===== src/rtl/latch_serializer_pkg.sv =====
// Shared state encoding and sizing helpers for the latch_serializer shift stage.
package latch_serializer_pkg;

  localparam logic [1:0] ST_IDLE  = 2'd0;
  localparam logic [1:0] ST_SHIFT = 2'd1;
  localparam logic [1:0] ST_DONE  = 2'd2;

  typedef enum logic [1:0] {
    IDLE  = ST_IDLE,
    SHIFT = ST_SHIFT,
    DONE  = ST_DONE
  } state_t;

  // Counter width: one spare bit so a parity cycle at count WIDTH still fits.
  function automatic int unsigned cnt_width(input int unsigned width);
    return $clog2(width) + 1;
  endfunction

endpackage


===== src/rtl/dff_ms.sv =====
// Master-slave bit cell: a D latch open while clk is low feeding a slave stage
// that updates on the rising edge; synchronous reset is gated into D.
module dff_ms (
  input  logic clk,
  input  logic reset,
  input  logic d,
  output logic q
);

  logic d_g;
  logic m;

  assign d_g = d & ~reset;

  // Master latch: transparent in the low phase, holds through the high phase.
  always_latch begin
    if (!clk) m <= d_g;
  end

  // Slave stage: m is frozen while clk is high, so its open phase is a copy at the rising edge.
  always_ff @(posedge clk) begin
    q <= m;
  end

endmodule


===== src/rtl/latch_serializer.sv =====
// Parallel-in, serial-out shift stage, LSB first, with a one-cycle done pulse.
// Optional even-parity trailer bit enabled by LATCH_SERIALIZER_PARITY_EN.
module latch_serializer
  import latch_serializer_pkg::*;
#(
  parameter int unsigned WIDTH = 8
) (
  input  logic             clk,
  input  logic             reset,
  input  logic             start,
  input  logic [WIDTH-1:0] data,
  output logic             sout,
  output logic             busy,
  output logic             done,
  output logic [WIDTH-1:0] q
);

  localparam int unsigned CNT_W = cnt_width(WIDTH);
`ifdef LATCH_SERIALIZER_PARITY_EN
  localparam int unsigned LAST  = WIDTH;
`else
  localparam int unsigned LAST  = WIDTH - 1;
`endif
  localparam logic [CNT_W-1:0] LAST_CNT = CNT_W'(LAST);

  state_t           state;
  state_t           state_nx;
  logic [WIDTH-1:0] sreg;
  logic [WIDTH-1:0] sreg_d;
  logic [CNT_W-1:0] cnt;
  logic [CNT_W-1:0] cnt_d;
  logic             load;
  logic             last;

  always_ff @(posedge clk) begin
    if (reset) state <= IDLE;
    else       state <= state_nx;
  end

  // Next state and load strobe; a DONE cycle may reload directly for back-to-back words.
  always_comb begin
    state_nx = state;
    load     = 1'b0;
    case (state)
      IDLE: begin
        if (start) begin
          load     = 1'b1;
          state_nx = SHIFT;
        end
      end
      SHIFT: begin
        if (last) state_nx = DONE;
      end
      DONE: begin
        if (start) begin
          load     = 1'b1;
          state_nx = SHIFT;
        end else begin
          state_nx = IDLE;
        end
      end
      default: state_nx = IDLE;
    endcase
  end

  assign last = (cnt == LAST_CNT);
  assign busy = (state == SHIFT);
  assign done = (state == DONE);
  assign q    = sreg;

  // Counter holds on the final shift so it never passes the last index.
  always_comb begin
    sreg_d = sreg;
    cnt_d  = cnt;
    if (load) begin
      sreg_d = data;
      cnt_d  = '0;
    end else if (busy) begin
      sreg_d = sreg >> 1;
      if (!last) cnt_d = cnt + CNT_W'(1);
    end
  end

  for (genvar i = 0; i < WIDTH; i++) begin : g_sreg
    dff_ms u_bit (.clk(clk), .reset(reset), .d(sreg_d[i]), .q(sreg[i]));
  end

  for (genvar i = 0; i < CNT_W; i++) begin : g_cnt
    dff_ms u_bit (.clk(clk), .reset(reset), .d(cnt_d[i]), .q(cnt[i]));
  end

`ifdef LATCH_SERIALIZER_PARITY_EN
  logic par;
  logic par_d;

  assign par_d = load ? ^data : par;

  dff_ms u_par (.clk(clk), .reset(reset), .d(par_d), .q(par));

  assign sout = busy & (last ? par : sreg[0]);
`else
  assign sout = busy & sreg[0];
`endif

endmodule


===== config.mk =====
export PLATFORM = sky130hd
export DESIGN_NAME = latch_serializer
export DESIGN_NICKNAME = d
export VERILOG_FILES = /design/src/rtl/latch_serializer_pkg.sv /design/src/rtl/dff_ms.sv /design/src/rtl/latch_serializer.sv
export SDC_FILE = /design/constraint.sdc
export NUM_CORES = 1
export LEC_CHECK = 0
export BUFFER_PORTS_ARGS = -buffer_cell sky130_fd_sc_hd__buf_2
export CAP_MARGIN = 20
export CORE_MARGIN = 2
export CORE_UTILIZATION = 45
export CTS_CLUSTER_SIZE = 25
export DETAILED_ROUTE_END_ITERATION = 8
export HOLD_SLACK_MARGIN = 0.1
export PLACE_DENSITY = 0.7
export SLEW_MARGIN = 20
export SYNTH_ARGS = -nofsm -noshare
export SYNTH_HDL_FRONTEND = slang
export SYNTH_SLANG_ARGS = --single-unit

===== constraint.sdc =====
create_clock -name clk -period 3.4 [get_ports clk]
set_input_delay 0.17 -clock clk [delete_from_list [all_inputs] [get_ports clk]]
set_output_delay 0.17 -clock clk [all_outputs]
set_load 0.01 [all_outputs]

Yosys cells after proc, flatten, opt, wreduce, memory -nomap -nowiden
Cells that the tools add are included.
Storage, ports and cells
  register bits: 14
  latch bits: 12
  bits of input ports: 11
  output and inout bits: 11
  word-level logic and storage cells: 71
Operators by class
  $add $sub $neg: 1
  eq/ne operators: 5
  multiplexer cells: 23
  bitwise logic cells: 14
  reduce and logical (&&, ||, !) cells: 3
Operators with widths (number)
  8-bit two-way mux: 2
  1-bit two-way mux: 15
  1-bit bitwise AND: 13
  4-bit two-way mux: 3
  2-bit one-hot mux with 3 select lines: 1
  4-bit by 1-bit adder with 4-bit output (second input constant): 1
  4-bit by 3-bit equality test with 1-bit output (second input constant): 1
  2-bit two-way mux: 2
  2-bit by 1-bit equality test with 1-bit output (second input constant): 1
  2-bit equality test (second input constant): 1
  2-bit zero test: 1
  2-bit by 1-bit inequality test with 1-bit output (second input constant): 1
  2-bit inequality test (second input constant): 1
  2-bit AND reduction: 1
  2-bit OR reduction: 1
  1-bit inverter: 1

Logic depth before layout (Yosys ltp)
  depth in word-level cells: 6
  gate-level depth with buffers: 5
  mapped depth without buffers: 4

Modules after synthesis
From an unflattened synthesis, not the netlist that was laid out.
Second synthesis, totals
  cells, all modules: 95
  area total of the unflattened synthesis: 1052.3 µm²
By module, submodules not included
  dff_ms: instances 12, cells each 3, area each 48.8 µm², seq. area each 20.0 µm²
  latch_serializer: instances 1, cells each 59, area each 466.7 µm², seq. area each 40.0 µm²

==> results.toml <==
[outcome]
status = "finished, final reports clean"

[sta]
slew_headroom_pct = 73.1
fin_skew_ns = 0.00830
final_max_slew_viol_count = 0
rsz0062_at_grt = "no"
hold_violations = 0
whs_ns = 0.152
fin_tns_setup_ns = 0
worst_slew_pin_slew_ns = 0.403
setup_viol = 0

[finish]
fin_util_pct = 56.8
seq_area_um2 = 460
diodes = 0
drive_gt1_share_pct = 31.6
final_nets = 108
mostFrequentLayoutCells = "buf_2 (21), dfxtp_1 (14), dlxtn_1 (12), mux2i_1 (9), o2bb2ai_1 (8)"
fillerInstances = 170
mostFrequentLayoutCell = "buf_2"
multi_input_area_um2 = 332
syn_to_final_growth_pct = 15.4
stdcell_count = 120

[worst_setup_path]
worstReg2RegEnd = "g_cnt[3].u_bit.m$_DLATCH_N_"
cp-end-kind = "latch"
rr_startpoint = "g_cnt[0].u_bit.q$_DFF_P_"
critPathMaxStageDelay_ns = 0.44
path_cells = "ha_1 > nand2_1 > or4b_1 > a21oi_1"
slowest_stage = "or4b_1"
endpoint = "g_cnt[3].u_bit.m$_DLATCH_N_"
critPathLaunch = "g_cnt[0].u_bit.q$_DFF_P_"
ff2ff_path_depth = 4
arrival_ns = 1.59
startpoint_type = "flop"
reg2reg_slack_ns = 0.42
required_ns = 2.01
crit_type = "flop to latch"
cp_max_fo = 4

[placed_design]
dp.cells = 115
gp_congestion = 0.678
io_buffer_count = 21
dpl.hpwl_um = 976

[route]
drc = 0
via_count = 585
vias_per_cell = 4.88
drt_iter0_markers = 7
wl_mm = 1.36
first_pass_iters = 4
wl_per_cell_um = 11.3
ant_nets = 0

[power_and_ir_drop]
swShare_pct = 22.6
peakVddDrop_uv = 263
p_clk_share_pct = 38.0
pwr_density_cell_nw_per_um2 = 545
internal_power_uw = 423
p_leak_uw = 0.000447
combPwrFrac_pct = 9.8
switchingPower_uw = 123
p_seq_share_pct = 52.2

[die]
ios = 22
die_h_um = 47.9
row_count = 15
dieWidth_um = 47.9
dieArea_um2 = 2300
initial_core_util_pct = 49.2
coreArea_um2 = 1760

[cts]
postCtsSetupRepairBufs = 0
clk_latency_ns = 0.32
cts-buffers-inserted = 3
cts_resized = 0
cts_buffer_depth = 2
cts_num_sinks = 26
cts.clk_slew.worst_paths_ns = 0.13
root_buffer = "clkbuf_4"
cts_tree = "built"
htreeDepth = 1
postCtsHoldBufs = 1

[global_routing]
gr-usage-met3_pct = 2.26
antenna_found_initial = 0
gr-total-overflow = 0
grt_max_degree = 16
grt_pass1_wl_mm = 2.21
top_usage_layer = "met2"
grtUsageMet2_pct = 20.5
grtUsageTotal_pct = 14.1
grt_pass1_vias = 517
grt_util_met1_pct = 18.9

[synthesis]
syn_nets = 90
synth.area.top_cells = "dfxtp_1 (32%), dlxtn_1 (21%), mux2i_1 (10%), o2bb2ai_1 (8.1%), buf_4 (7.8%)"
avgSynthCellArea_um2 = 11.1
synth_top_area_share_pct = 32.3
yosysTopAreaCell = "dfxtp_1"
synth_warnings = 0
netlist_area_um2 = 868
synth.distinct_cells = 25
synthCells = 78
synth_seq_cells = 26

[run]
cap_violations = 0

[min_path]
min_from = "data[5]"
hp-class = "input port to latch"
==> cell families (layout without fill, tap and decap cells) <==
group / count (synthesis) / after routing / synth area share, %
latches: 12 / 12 / 20.7
adder cells (fa/ha/maj): 1 / 1 / 1.44
AO/OA/AOI/OAI: 14 / 14 / 11.8
multiplexers: 9 / 9 / 10.4
flip-flops: 14 / 14 / 32.3
buffers and inverters: 11 / 28 / 8.79
AND/OR/NAND/NOR: 17 / 17 / 14.6
==> worst min path at each step <==
stage / to / slack (ns) / cells after the start
6_report: g_sreg[5].u_bit.m$_DLATCH_N_ / 0.15 / 2
5_1_grt: g_sreg[6].u_bit.m$_DLATCH_N_ / 0.14 / 2
4_1_cts: g_sreg[5].u_bit.m$_DLATCH_N_ / 0.15 / 2
3_5_place_dp: state[0]$_SDFFE_PP0P_ / 0.43 / 2
3_3_place_gp: state[0]$_SDFFE_PP0P_ / 0.42 / 2
2_1_floorplan: state[0]$_SDFFE_PP0P_ / 0.24 / 1
==> layout make-up <==
| type | count | share of cell area (%) |
|---|---|---|
| Clock inverter | 1 | 3.00 |
| Sequential cell | 26 | 45.9 |
| Clock buffer | 3 | 2.25 |
| Timing Repair Buffer | 23 | 12.2 |
| Tap cell | 25 | 3.12 |
| Inverter | 1 | 0.375 |
| Multi-Input combinational cell | 41 | 33.1 |
==> Yosys cell counts <==
cell,instances
ha_1,1
buf_4,9
nand3b_1,3
o21ai_0,2
nand3_1,1
dlxtn_1,12
o21a_1,1
a21oi_1,3
nand2b_4,1
nor2_2,1
o2bb2ai_1,8
nor3_1,1
dfxtp_1,14
and4_1,1
or3b_1,1
nor4_1,1
nand2_1,2
inv_1,1
mux2i_1,9
nand2b_1,1
and2b_2,1
or2b_4,1
and2_1,1
buf_2,1
or4b_1,1
==> worst max-delay path: cells and delay by family, from the launching register on <==
family,cells,cell delay (ns)
AND/OR/NAND/NOR,2,0.56
flip-flops,1,0.36
adder cells (fa/ha/maj),1,0.22
AO/OA/AOI/OAI,1,0.13
==> power by group through the flow <==
stage                     combinational [uW]  clock (uW)  sequential [uW]
after floorplan                         43.7           0              291
after global placement                  52.8           0              292
after detailed placement                53.3           0              293
after CTS                               54.2         213              286
after global routing                    60.1         221              288
final                                   53.4         208              285
==> registers in the layout, summed over array words and instances (netlist names) <==
signal / flops
g_cnt.u_bit.m: 4
g_cnt.u_bit.q: 4
g_sreg.u_bit.m: 8
g_sreg.u_bit.q: 8
state: 2
==> metal layers <==
| metal | up-vias | share of wire [%] |
|---|---|---|
| met5 | - | 0 |
| met2 | 16 | 43 |
| met1 | 262 | 50 |
| li1 | 304 | - |
| met4 | 0 | 2.1 |
| met3 | 3 | 4.4 |
==> stage by stage <==
step | area [um^2] | power, uW | setup slack [ns]
2_1_floorplan | 868 | 335 | 0.542
3_3_place_gp | 940 | 345 | 0.512
3_5_place_dp | 940 | 346 | 0.482
4_1_cts | 1000 | 553 | 0.419
5_1_grt | 1000 | 569 | 0.345
6_report | 1000 | 546 | 0.421
Note: power is estimated with default switching activity, not from simulation.
